### src/rtl/cic_decim_sequencer_pkg.sv
// Shared types and defaults for the CIC decimator sequencer and its strobe counter.
// Holds the state encoding, default parameter values and the gain-shift helper.
package cic_decim_sequencer_pkg;

    typedef enum logic [1:0] {
        IDLE   = 2'd0,
        FLUSH  = 2'd1,
        SETTLE = 2'd2,
        RUN    = 2'd3
    } seq_state_t;

    localparam int DEF_PW        = 12;
    localparam int DEF_PERIOD    = 47;
    localparam int DEF_FLUSH_LEN = 2;
    localparam int DEF_SETTLE_N  = 2;
    localparam int GAIN_W        = 6;

    // Two integrator stages each grow the word by log2(period) bits.
    function automatic logic [GAIN_W-1:0] gain_shift_of(input logic [31:0] period);
        logic [31:0] v;
        logic [5:0]  len;
        v   = period - 32'd1;
        len = '0;
        for (int i = 0; i < 32; i++) begin
            if (v[i]) len = 6'(i + 1);
        end
        return GAIN_W'(2 * len);
    endfunction

endpackage

### src/rtl/cic_decim_sequencer_strobe_counter.sv
// Reloadable down-counter issuing a strobe every (period_m1_i + 1) cycles while run_i is high.
// Strobe is combinational from the count register; load_i takes priority over run_i.
module decim_strobe_counter #(
    parameter int PW = 12
) (
    input  logic          clk,
    input  logic          reset,
    input  logic          load_i,
    input  logic          run_i,
    input  logic [PW-1:0] period_m1_i,
    output logic          strobe_o
);

    logic [PW-1:0] cnt_q, cnt_d;

    always_comb begin
        cnt_d = cnt_q;
        if (load_i) begin
            cnt_d = period_m1_i;
        end else if (run_i) begin
            cnt_d = (cnt_q == '0) ? period_m1_i : cnt_q - 1'b1;
        end
    end

    assign strobe_o = run_i && !load_i && (cnt_q == '0);

    always_ff @(posedge clk) begin
        if (reset) cnt_q <= '0;
        else       cnt_q <= cnt_d;
    end

endmodule

### src/rtl/cic_decim_sequencer.sv
// Sequencer for the shared double-integrator CIC decimator: integrator reset, comb strobe,
// start-up discard and gain shift. All outputs registered; one cycle behind the state they decode.
module cic_decim_sequencer
    import cic_decim_sequencer_pkg::*;
#(
    parameter int pw         = DEF_PW,
    parameter int def_period = DEF_PERIOD,
    parameter int flush_len  = DEF_FLUSH_LEN,
    parameter int settle_n   = DEF_SETTLE_N
) (
    input  logic              clk,
    input  logic              reset,
    input  logic              enable_i,
    input  logic              cfg_stb_i,
    input  logic [pw-1:0]     cfg_period_i,
    output logic              integ_reset_o,
    output logic              sample_stb_o,
    output logic              out_valid_o,
    output logic [GAIN_W-1:0] gain_shift_o,
    output logic              cfg_err_o,
    output logic              running_o
);

    localparam logic [3:0] FLUSH_INIT  = 4'(flush_len);
    localparam logic [3:0] SETTLE_INIT = 4'(settle_n);

    seq_state_t        state_q, state_d;
    logic [3:0]        flush_cnt_q, flush_cnt_d;
    logic [3:0]        settle_cnt_q, settle_cnt_d;
    logic [pw-1:0]     period_q, period_d;
    logic [GAIN_W-1:0] gain_shift_q, gain_shift_d;
    logic              integ_reset_q, sample_stb_q, out_valid_q, cfg_err_q, running_q;
    logic              cfg_clamp, abort, dec_load, dec_run, dec_strobe;

    assign cfg_clamp = cfg_period_i < pw'(2);
    // Disable or a live reconfiguration kills the current run, including a strobe due this cycle.
    assign abort     = !enable_i || (cfg_stb_i && state_q != IDLE);
    assign dec_load  = (state_q == FLUSH) && (flush_cnt_q <= 4'd1) && !abort;
    assign dec_run   = (state_q == SETTLE || state_q == RUN) && !abort;

    decim_strobe_counter #(.PW(pw)) u_strobe_counter (
        .clk         (clk),
        .reset       (reset),
        .load_i      (dec_load),
        .run_i       (dec_run),
        .period_m1_i (period_q - 1'b1),
        .strobe_o    (dec_strobe)
    );

    always_comb begin
        period_d     = period_q;
        gain_shift_d = gain_shift_q;
        state_d      = state_q;
        flush_cnt_d  = flush_cnt_q;
        settle_cnt_d = settle_cnt_q;
        if (cfg_stb_i) begin
            period_d     = cfg_clamp ? pw'(2) : cfg_period_i;
            gain_shift_d = gain_shift_of(32'(period_d));
        end
        case (state_q)
            IDLE: begin
                if (enable_i) begin
                    state_d     = FLUSH;
                    flush_cnt_d = FLUSH_INIT;
                end
            end
            FLUSH: begin
                if (flush_cnt_q <= 4'd1) begin
                    state_d      = (settle_n == 0) ? RUN : SETTLE;
                    settle_cnt_d = SETTLE_INIT;
                end else begin
                    flush_cnt_d = flush_cnt_q - 4'd1;
                end
            end
            SETTLE: begin
                if (dec_strobe) begin
                    if (settle_cnt_q <= 4'd1) state_d = RUN;
                    else                      settle_cnt_d = settle_cnt_q - 4'd1;
                end
            end
            default: ;
        endcase
        if (!enable_i) begin
            state_d = IDLE;
        end else if (cfg_stb_i && state_q != IDLE) begin
            state_d     = FLUSH;
            flush_cnt_d = FLUSH_INIT;
        end
    end

    always_ff @(posedge clk) begin
        if (reset) begin
            state_q       <= IDLE;
            flush_cnt_q   <= '0;
            settle_cnt_q  <= '0;
            period_q      <= pw'(def_period);
            gain_shift_q  <= gain_shift_of(32'(def_period));
            integ_reset_q <= 1'b1;
            sample_stb_q  <= 1'b0;
            out_valid_q   <= 1'b0;
            cfg_err_q     <= 1'b0;
            running_q     <= 1'b0;
        end else begin
            state_q       <= state_d;
            flush_cnt_q   <= flush_cnt_d;
            settle_cnt_q  <= settle_cnt_d;
            period_q      <= period_d;
            gain_shift_q  <= gain_shift_d;
            integ_reset_q <= (state_q == IDLE) || (state_q == FLUSH);
            sample_stb_q  <= dec_strobe;
            out_valid_q   <= dec_strobe && (state_q == RUN);
            cfg_err_q     <= cfg_stb_i && cfg_clamp;
            running_q     <= (state_q == RUN);
        end
    end

    assign integ_reset_o = integ_reset_q;
    assign sample_stb_o  = sample_stb_q;
    assign out_valid_o   = out_valid_q;
    assign gain_shift_o  = gain_shift_q;
    assign cfg_err_o     = cfg_err_q;
    assign running_o     = running_q;

endmodule

### config.mk
export PLATFORM = sky130hd
export DESIGN_NAME = cic_decim_sequencer
export DESIGN_NICKNAME = d
export VERILOG_FILES = /design/src/rtl/cic_decim_sequencer_pkg.sv /design/src/rtl/cic_decim_sequencer_strobe_counter.sv /design/src/rtl/cic_decim_sequencer.sv
export SDC_FILE = /design/constraint.sdc
export NUM_CORES = 1
export LEC_CHECK = 0
export CAP_MARGIN = 20
export CORE_ASPECT_RATIO = 0.5
export CORE_MARGIN = 2
export CORE_UTILIZATION = 45
export DETAILED_ROUTE_END_ITERATION = 8
export PLACE_DENSITY = 0.65
export SETUP_SLACK_MARGIN = 0.5
export SYNTH_ARGS = -nofsm -noshare
export SYNTH_HDL_FRONTEND = slang
export SYNTH_SLANG_ARGS = --single-unit
export TNS_END_PERCENT = 20
### constraint.sdc
create_clock -name clk -period 5.5 [get_ports clk]
set_clock_uncertainty 0.1 [all_clocks]
set_input_delay 0.55 -clock clk [delete_from_list [all_inputs] [get_ports clk]]
set_output_delay 0.55 -clock clk [all_outputs]
set_load 0.02 [all_outputs]
; ---- Yosys cells after proc, flatten, opt, wreduce, memory -nomap -nowiden
; Cells that the tools add are included.
[word_totals]
output_inout_bits = 11
wordCells = 107
rom_bits = 0
ram_bits = 0
ff_bits = 44
mem_count = 0
latchBits = 0
[op_classes]
addsub = 5
muxes = 50
shift = 0
n_bitwise = 1
n_mul = 0
n_eq_ne = 10
n_div = 0
n_reduce_logical = 26
n_lt_le_gt_ge = 3
[ops]
columns = operator, count
row1 = $mux W5, 31
row2 = $mux W12, 4
row3 = $mux W4, 7
row4 = $sub A12 B1 Y12 const B, 2
row5 = $pmux W4 S2, 2
row6 = $sub A12 B1 Y13 const B, 1
row7 = $logic_not A12 Y1, 1
row8 = $lt A12 B2 Y1 const B, 1
row9 = $reduce_and A4 Y1, 3
row10 = $le A4 B1 Y1 const B, 2
row11 = $logic_and A1 B1 Y1, 8
row12 = $sub A4 B1 Y4 const B, 2
row13 = $mux W2, 3
row14 = $ne A3 B2 Y1 const B, 2
row15 = $pmux W2 S3, 1
row16 = $reduce_bool A2 Y1, 3
row17 = $eq A2 B2 Y1 const B, 2
row18 = $ne A2 B1 Y1 const B, 2
row19 = $ne A2 B2 Y1 const B, 2
row20 = $reduce_bool A4 Y1, 1
row21 = $logic_not A1 Y1, 3
row22 = $logic_or A1 B1 Y1, 3
row23 = $ne A3 B3 Y1 const B, 1
row24 = $reduce_bool A3 Y1, 1
row25 = other kinds (6), 7

; ---- Logic depth before layout (Yosys ltp)
; Gate-level depths: netlist (run 1).
[depth]
word_depth = 35
mapped_depth = 13

; ---- Hierarchy
; A second synthesis (run 1) with hierarchy kept.
[hier_totals]
cells_unflattened = 398
area_unflattened_um2 = 3254.4
[modules_own_cells]
columns = mod, cells_each, instances, seq_area_each_um2, area_per_inst_um2
row1 = cic_decim_sequencer, 280, 1, 620.6, 2277.2
row2 = decim_strobe_counter, 118, 1, 240.2, 977.2

; ---- Worst setup path before layout (run 1)
; OpenSTA, ideal clock, no wires.
[synth_timing]
path_type = input -> register
start = input cfg_period_i[8]
end = register gain_shift_q[3], in the netlist gain_shift_o[3]
arrival_ps = 3887
t_required_ps = 5340
setup_ps = 60
slack_ps = 1453
path_stages = 13
path_cell_list = buf_6 -> or4_4 -> buf_6 -> nor2_1 -> nand2_1 -> o31ai_1 -> ha_1 -> or4b_2 -> a2111o_1 -> a21oi_1 -> a2bb2oi_1 -> a22o_1 -> a221o_1
[synth_between]
elab_chain_len = 33
[synth_rtl]
columns = item, line
row1 = "start, declared", cic_decim_sequencer.sv:15  ; input logic [pw-1:0] cfg_period_i,
row2 = $lt A12 B2 Y1, cic_decim_sequencer.sv:35  ; assign cfg_clamp = cfg_period_i < pw'(2);
row3 = $mux W12 (*), cic_decim_sequencer.sv:57  ; period_d = cfg_clamp ? pw'(2) : cfg_period_i;
row4 = $sub A12 B1 Y13 (*), cic_decim_sequencer_pkg.sv:22  ; v = period - 32'd1;
row5 = $mux W5 (29 in a row), cic_decim_sequencer_pkg.sv:25  ; if (v[i]) len = 6'(i + 1);
row6 = $mux W5 (*), cic_decim_sequencer_pkg.sv:25
row7 = "end signal, assigned", cic_decim_sequencer.sv:97  ; gain_shift_q <= gain_shift_of(32'(def_period));
row8 = "end signal, assigned", cic_decim_sequencer.sv:108  ; gain_shift_q <= gain_shift_d;
row9 = "end, declared", cic_decim_sequencer.sv:31  ; logic [GAIN_W-1:0] gain_shift_q, gain_shift_d;
; Every way passes the cells marked *; elsewhere a longest branch is shown, timed or not.
; A chain may end at the register's enable or synchronous reset.

; ---- Worst setup path after layout (run 1)
; Ends and elaborated chain as after synthesis.

==> impl_metrics.toml, run 1 <==
[worst_setup_path]
critPathMaxFanout = 9
critPathMaxStageDelay_ps = 670
reg2reg_from = "state_q[1]"
critPathRequiredTime_ps = 5630
slowest_stage = "or4b_2"
path_cells = "clkdlybuf4s50_1 -> or4_4 -> nor2_1 -> nand2_1 -> o31ai_1 -> ha_1 -> or4b_2 -> a2111o_1 -> a21oi_1 -> a2bb2oi_1 -> a22o_1 -> a221o_1"
cp.arrival_ps = 4780
cpLargestDelayFamily = "simple AND/OR/NAND/NOR gates"
startpoint = "cfg_period_i[8]"
cp-end-kind = "flip-flop"
critPathBufInv = 1
critPathKind = "in2reg"
critPathLaunchType = "input pin"

[cts]
clkLatencyLatePin_ps = 280
cts.sinks = 43
htreeDepth = 2
cts_resized = 0
cts_root_buf = "clkbuf_16"
post-cts-setup-buffers = 0
clk_path_buf_depth = 2
cts_buffers = 5
clk_pin_slew_ps = 60
cts_tree = "done"
postCtsHoldBufs = 0

[timing]
fin_ws_ps = 843.3
tightest_slew_ps = 812.0
setup_viol = 0
tns_ps = 0
fmax_ghz = 0.2147
hold_ws_ps = 368.9
slew_viol_final = 0
finalHoldViolations = 0
fin_crit_sh_pct = 84.67
relSlewSlack_pct = 45.10
fin_crit_ps = 4657
rsz0062_at_grt = "no"

[synth]
avgSynthCellArea_um2 = 7.883
yosysSeqAreaShare_pct = 29.84
synth_edf_count = 0
synth.area.top_cells = "dfxtp_1, nor2_1, ha_1, a21oi_1, nor3_1"
yosysUniqueCellTypes = 61
synth-seq-cells = 43
yosysWarnings = 0
synth_most_common_cell = "nor2_1"
synth_top_area_share_pct = 29.84
synth-async-reset-ratio_pct = 0
syn_area_um2 = 2885
netlist_instances = 366
synth_top_cell_by_area = "dfxtp_1"
synthFlopType = "dfxtp_1"
synth_commonest_cells = "nor2_1, dfxtp_1, a21oi_1, nand2_1, nor3_1"

[place]
dp.cells = 460
placed_area_um2 = 3131
dp_hpwl_mm = 4.801
numPortBuffers = 24
gp_congestion = 0.8857
place_ws_ps = 623.0

[floorplan]
die_h_um = 60.62
die_x_um = 117.2
ios = 27
coreArea_um2 = 6131
die_area_um2 = 7107
rows = 20
initial_core_util_pct = 47.06

[status]
outcome = "finished clean"

[pwr]
clockPowerShare_pct = 35.3
seq_power_share_pct = 39.7
p_comb_share_pct = 25.0
switchingPower_mw = 0.2731
vdd_drop_max_mv = 0.1349
power.internal_mw = 0.6170
power.total_mw = 0.8901
netSwitchingFraction_pct = 30.68
power-per-cell-area_nw_per_um2 = 270.4
leakage_nw = 1.250

[global_route]
grt_max_degree = 40
grt_overflow = 0
antenna_found_initial = 0
grt_pass1_wl_mm = 11.36
grt.total_usage_pct = 20.04
grt_pass1_vias = 2440

[hold_path]
hold_start = "u_strobe_counter.cnt_q[1]"
hp-class = "reg2reg"

[route]
dr.first_iter.drc_count = 144
routed_via_density = 5.761
routed_wl_mm = 6.689
drc = 0
routedWlPerCell_um = 14.26
antenna_left = 0
vias = 2702
dr.pass1.iters = 4

[cells_and_area]
syn2layout_area_growth_pct = 14.09
final_cells = 469
final_area_um2 = 3292
diodes = 0
final_nets = 410
final_util_pct = 53.69
post_route_cells_drive_above_1_share_pct = 4.987

[job]
cap_violations = 0
-- area by class of cell --
class / instances / area, um^2
Fill cell: 591 / 2839
Multi-Input combinational cell: 287 / 1848
Sequential cell: 43 / 860.8
Timing Repair Buffer: 26 / 252.7
Clock buffer: 8 / 156.4
Tap cell: 88 / 110.1
Inverter: 17 / 63.81
-- cell families (layout without fill, tap and decap cells) --
group,after synthesis,count (layout),share of synthesized area (%)
XOR/XNOR,17,17,5.161
adder cells (fa/ha/maj),14,14,6.071
other,1,2,0.1300
AO/OA/AOI/OAI,95,95,22.68
multiplexers,11,11,3.860
AND/OR/NAND/NOR,148,148,26.02
flip-flops,43,43,29.84
buffers and inverters,37,51,6.244
-- per-layer routing --
layer  global-route usage [%]  part of all wire (%)
met4                    5.882                  0.94
met2                    34.15                    47
met3                    2.398                   4.8
met1                    27.28                    47
met5                        0                     0
-- state kept, by name (all words and copies together), names as in the netlist --
signal                  cells
integ_reset_o               1
settle_cnt_q                4
sample_stb_o                1
gain_shift_o                4
running_o                   1
flush_cnt_q                 4
state_q                     2
u_strobe_counter.cnt_q     12
out_valid_o                 1
cfg_err_o                   1
period_q                   12
-- tightest hold or removal path: cells and delay by family (launching register included) --
kind,cells,cell delay [ps]
flip-flops,1,320
AND/OR/NAND/NOR,1,60
AO/OA/AOI/OAI,1,50
-- placed cells by master (no fill, tap or decap), types with 4 or more instances in the layout --
cell type         n
a211o_1           5
a21oi_1          25
a221oi_1          5
a31oi_1           5
clkbuf_16         5
clkdlybuf4s50_1  24
dfxtp_1          43
ha_1             14
inv_1            17
mux2i_1          10
nand2_1          25
nand3_1           7
nor2_1           47
nor2b_1          10
nor3_1           21
nor4_1            6
nor4b_1           4
o21ai_0          17
o31ai_1           8
or3_1             9
xnor2_1           9
xor2_1            8
-- path summary, 6_finish.rpt --
path / end / slack (ps) / depth (start not counted)
hold / removal: u_strobe_counter.cnt_q[1] / 370 / 2
setup / recovery: gain_shift_o[3] / 840 / 12
hold reg to reg: u_strobe_counter.cnt_q[1] / 370 / 2
setup reg to reg: u_strobe_counter.cnt_q[7] / 2710 / 7
-- power groups by stage --
stage / registers (mW) / logic, mW / clock network [mW]
2_1_floorplan: 0.359 / 0.165 / 0
3_3_place_gp: 0.359 / 0.214 / 0
3_5_place_dp: 0.360 / 0.219 / 0
4_1_cts: 0.353 / 0.220 / 0.322
5_1_grt: 0.357 / 0.249 / 0.332
6_report: 0.354 / 0.222 / 0.314
No activity file was read; power rests on OpenSTA's default activity.
==> run 2: changes to the inputs <==
==> constraint.sdc (replaced) <==
create_clock -name clk -period 4.6 [get_ports clk]
set_clock_uncertainty 0.1 [all_clocks]
set_input_delay 0.46 -clock clk [delete_from_list [all_inputs] [get_ports clk]]
set_output_delay 0.46 -clock clk [all_outputs]
set_load 0.02 [all_outputs]
==> run 2 against run 1 <==
  * Combinational power up 23%
  * Final cell count rose by 2.6%
  * Flip-flop and latch count is the same
  * Critical path type unchanged
  * Sequential power increased by 19%
  * Global-route usage up 0.41 points
  * Clock power is 19% higher
  * Power up 20%
  * Register-to-register slack got worse by 860 ps
  * Routed wire length increased by 2.3%
  * Largest cell class unchanged
==> impl_metrics.toml, run 2 (same netlist as run 1, synthesis figures left out) <==
[cts]
cts_tree = "done"
postCtsHoldBufs = 0
htreeDepth = 2
cts_buffers = 5
post-cts-setup-buffers = 0
cts_resized = 0
cts_root_buf = "clkbuf_16"
cts.sinks = 43
clk_path_buf_depth = 2
clk_pin_slew_ps = 60
clkLatencyLatePin_ps = 280

[worst_setup_path]
ff2ff_path_depth = 7
critPathMaxStageDelay_ps = 650
cpLargestDelayFamily = "simple AND/OR/NAND/NOR gates"
rr_endpoint = "u_strobe_counter.cnt_q[6]"
cp-end-kind = "flip-flop"
slowest_stage = "or4b_2"
critPathBufInv = 1
crit_cells = 12
r2r_slack_ps = 1850
critPathKind = "in2reg"
startpoint = "cfg_period_i[5]"
cp.arrival_ps = 4030
reg2reg_from = "state_q[1]"
critPathMaxFanout = 8
critPathLaunchType = "input pin"
critPathRequiredTime_ps = 4730
path_cells = "clkdlybuf4s50_1 -> or4_4 -> nor2_1 -> nand2_1 -> o31ai_2 -> ha_1 -> or4b_2 -> a2111o_1 -> a21oi_1 -> a2bb2oi_1 -> a22o_1 -> a221o_1"

[route]
drc = 0
vias = 2747
dr.pass1.iters = 5
dr.first_iter.drc_count = 156
routed_via_density = 5.711
routedWlPerCell_um = 14.22
antenna_left = 0
routed_wl_mm = 6.841

[floorplan]
initial_core_util_pct = 47.06
die_x_um = 117.2
ios = 27
die_area_um2 = 7107
coreArea_um2 = 6131
die_h_um = 60.62
rows = 20

[global_route]
grt_overflow = 0
grt_pass1_vias = 2545
grt.total_usage_pct = 20.45
grt_pass1_wl_mm = 11.55
antenna_found_initial = 0
grt_max_degree = 40

[place]
numPortBuffers = 24
gp_congestion = 0.8871
dp.cells = 472
dp_hpwl_mm = 4.963
place_ws_ps = 397.9

[timing]
slew_viol_final = 0
tns_ps = 0
fin_crit_sh_pct = 84.77
fmax_ghz = 0.2565
fin_ws_ps = 700.7
tightest_slew_ps = 688.7
setup_viol = 0
rsz0062_at_grt = "no"
finalHoldViolations = 0
fin_crit_ps = 3899
relSlewSlack_pct = 53.69

[hold_path]
hp-class = "reg2reg"
holdPathStages = 2
hold_end = "u_strobe_counter.cnt_q[1]"
hold_start = "u_strobe_counter.cnt_q[1]"

[pwr]
power.internal_mw = 0.7431
seq_power_share_pct = 39.5
clockPowerShare_pct = 34.8
netSwitchingFraction_pct = 30.54
vdd_drop_max_mv = 0.1531
power-per-cell-area_nw_per_um2 = 315.9
leakage_nw = 1.311
switchingPower_mw = 0.3267
p_comb_share_pct = 25.7

[cells_and_area]
top_regs = "period_q (12), u_strobe_counter.cnt_q (12)"
multi_input_area_um2 = 1853
final_nets = 422
final_cells = 481
layout_common_cells = "nor2_1, dfxtp_1, a21oi_1, nand2_1, clkdlybuf4s50_1"
diodes = 0
fillers = 571
syn2layout_area_growth_pct = 17.39
seqCellArea_um2 = 860.8
post_route_cells_drive_above_1_share_pct = 8.142
mostFrequentLayoutCell = "nor2_1"

[status]
outcome = "finished clean"

[job]
cap_violations = 0
==> run 2: cell count changes in the layout (fill, tap and decap cells not counted), sizes merged <==
cell  before  now
buf        1   13
==> run 2: cell type report <==
class	count	area share [%]
clock buffers	8	4.618
inverters	17	1.884
multi-input cells	287	54.71
flip-flops and latches	43	25.42
well taps	88	3.251
repair buffers	38	10.12
==> run 2: worst max-delay path by stage <==
stage                                 end
final                     gain_shift_o[3]
after detailed placement  gain_shift_o[3]
after floorplan           gain_shift_o[3]
after global routing      gain_shift_o[3]
after global placement    gain_shift_o[3]
after CTS                 gain_shift_o[3]
==> run 2: through the flow <==
stage | cell area (um^2) | util, % | hold WS [ps] | total power, mW
6_report | 3387 | 55.24 | 370.2 | 1.070
5_1_grt | 3387 | 55.24 | 395.6 | 1.125
4_1_cts | 3377 | 55.08 | 374.4 | 1.071
3_5_place_dp | 3221 | 52.53 | 366.4 | 0.6996
3_3_place_gp | 3221 | 52.53 | 360.7 | 0.6920
2_1_floorplan | 2889 | - | 345.0 | 0.6268
==> run 2: metal layers <==
layer | vias up | track usage (%) | part of all wire (%)
met1 | 1279 | 26.86 | 47
met3 | 13 | 2.897 | 4.2
met5 | - | 0 | 0
met4 | 0 | 7.059 | 1.5
met2 | 76 | 35.30 | 47
li1 | 1379 | - | -
==> run 2: power groups by stage <==
stage	Sequential (mW)	Combinational, mW	Clock [mW]
floorplan	0.429	0.197	0
global placement	0.429	0.263	0
detailed placement	0.431	0.269	0
CTS	0.423	0.271	0.377
global route	0.427	0.307	0.391
finish	0.423	0.274	0.373
==> run 2: tightest hold or removal path, stage by stage (launching register included) <==
cell and delay (ps):
dfxtp_1 320, nand2_1 60, a21oi_1 50
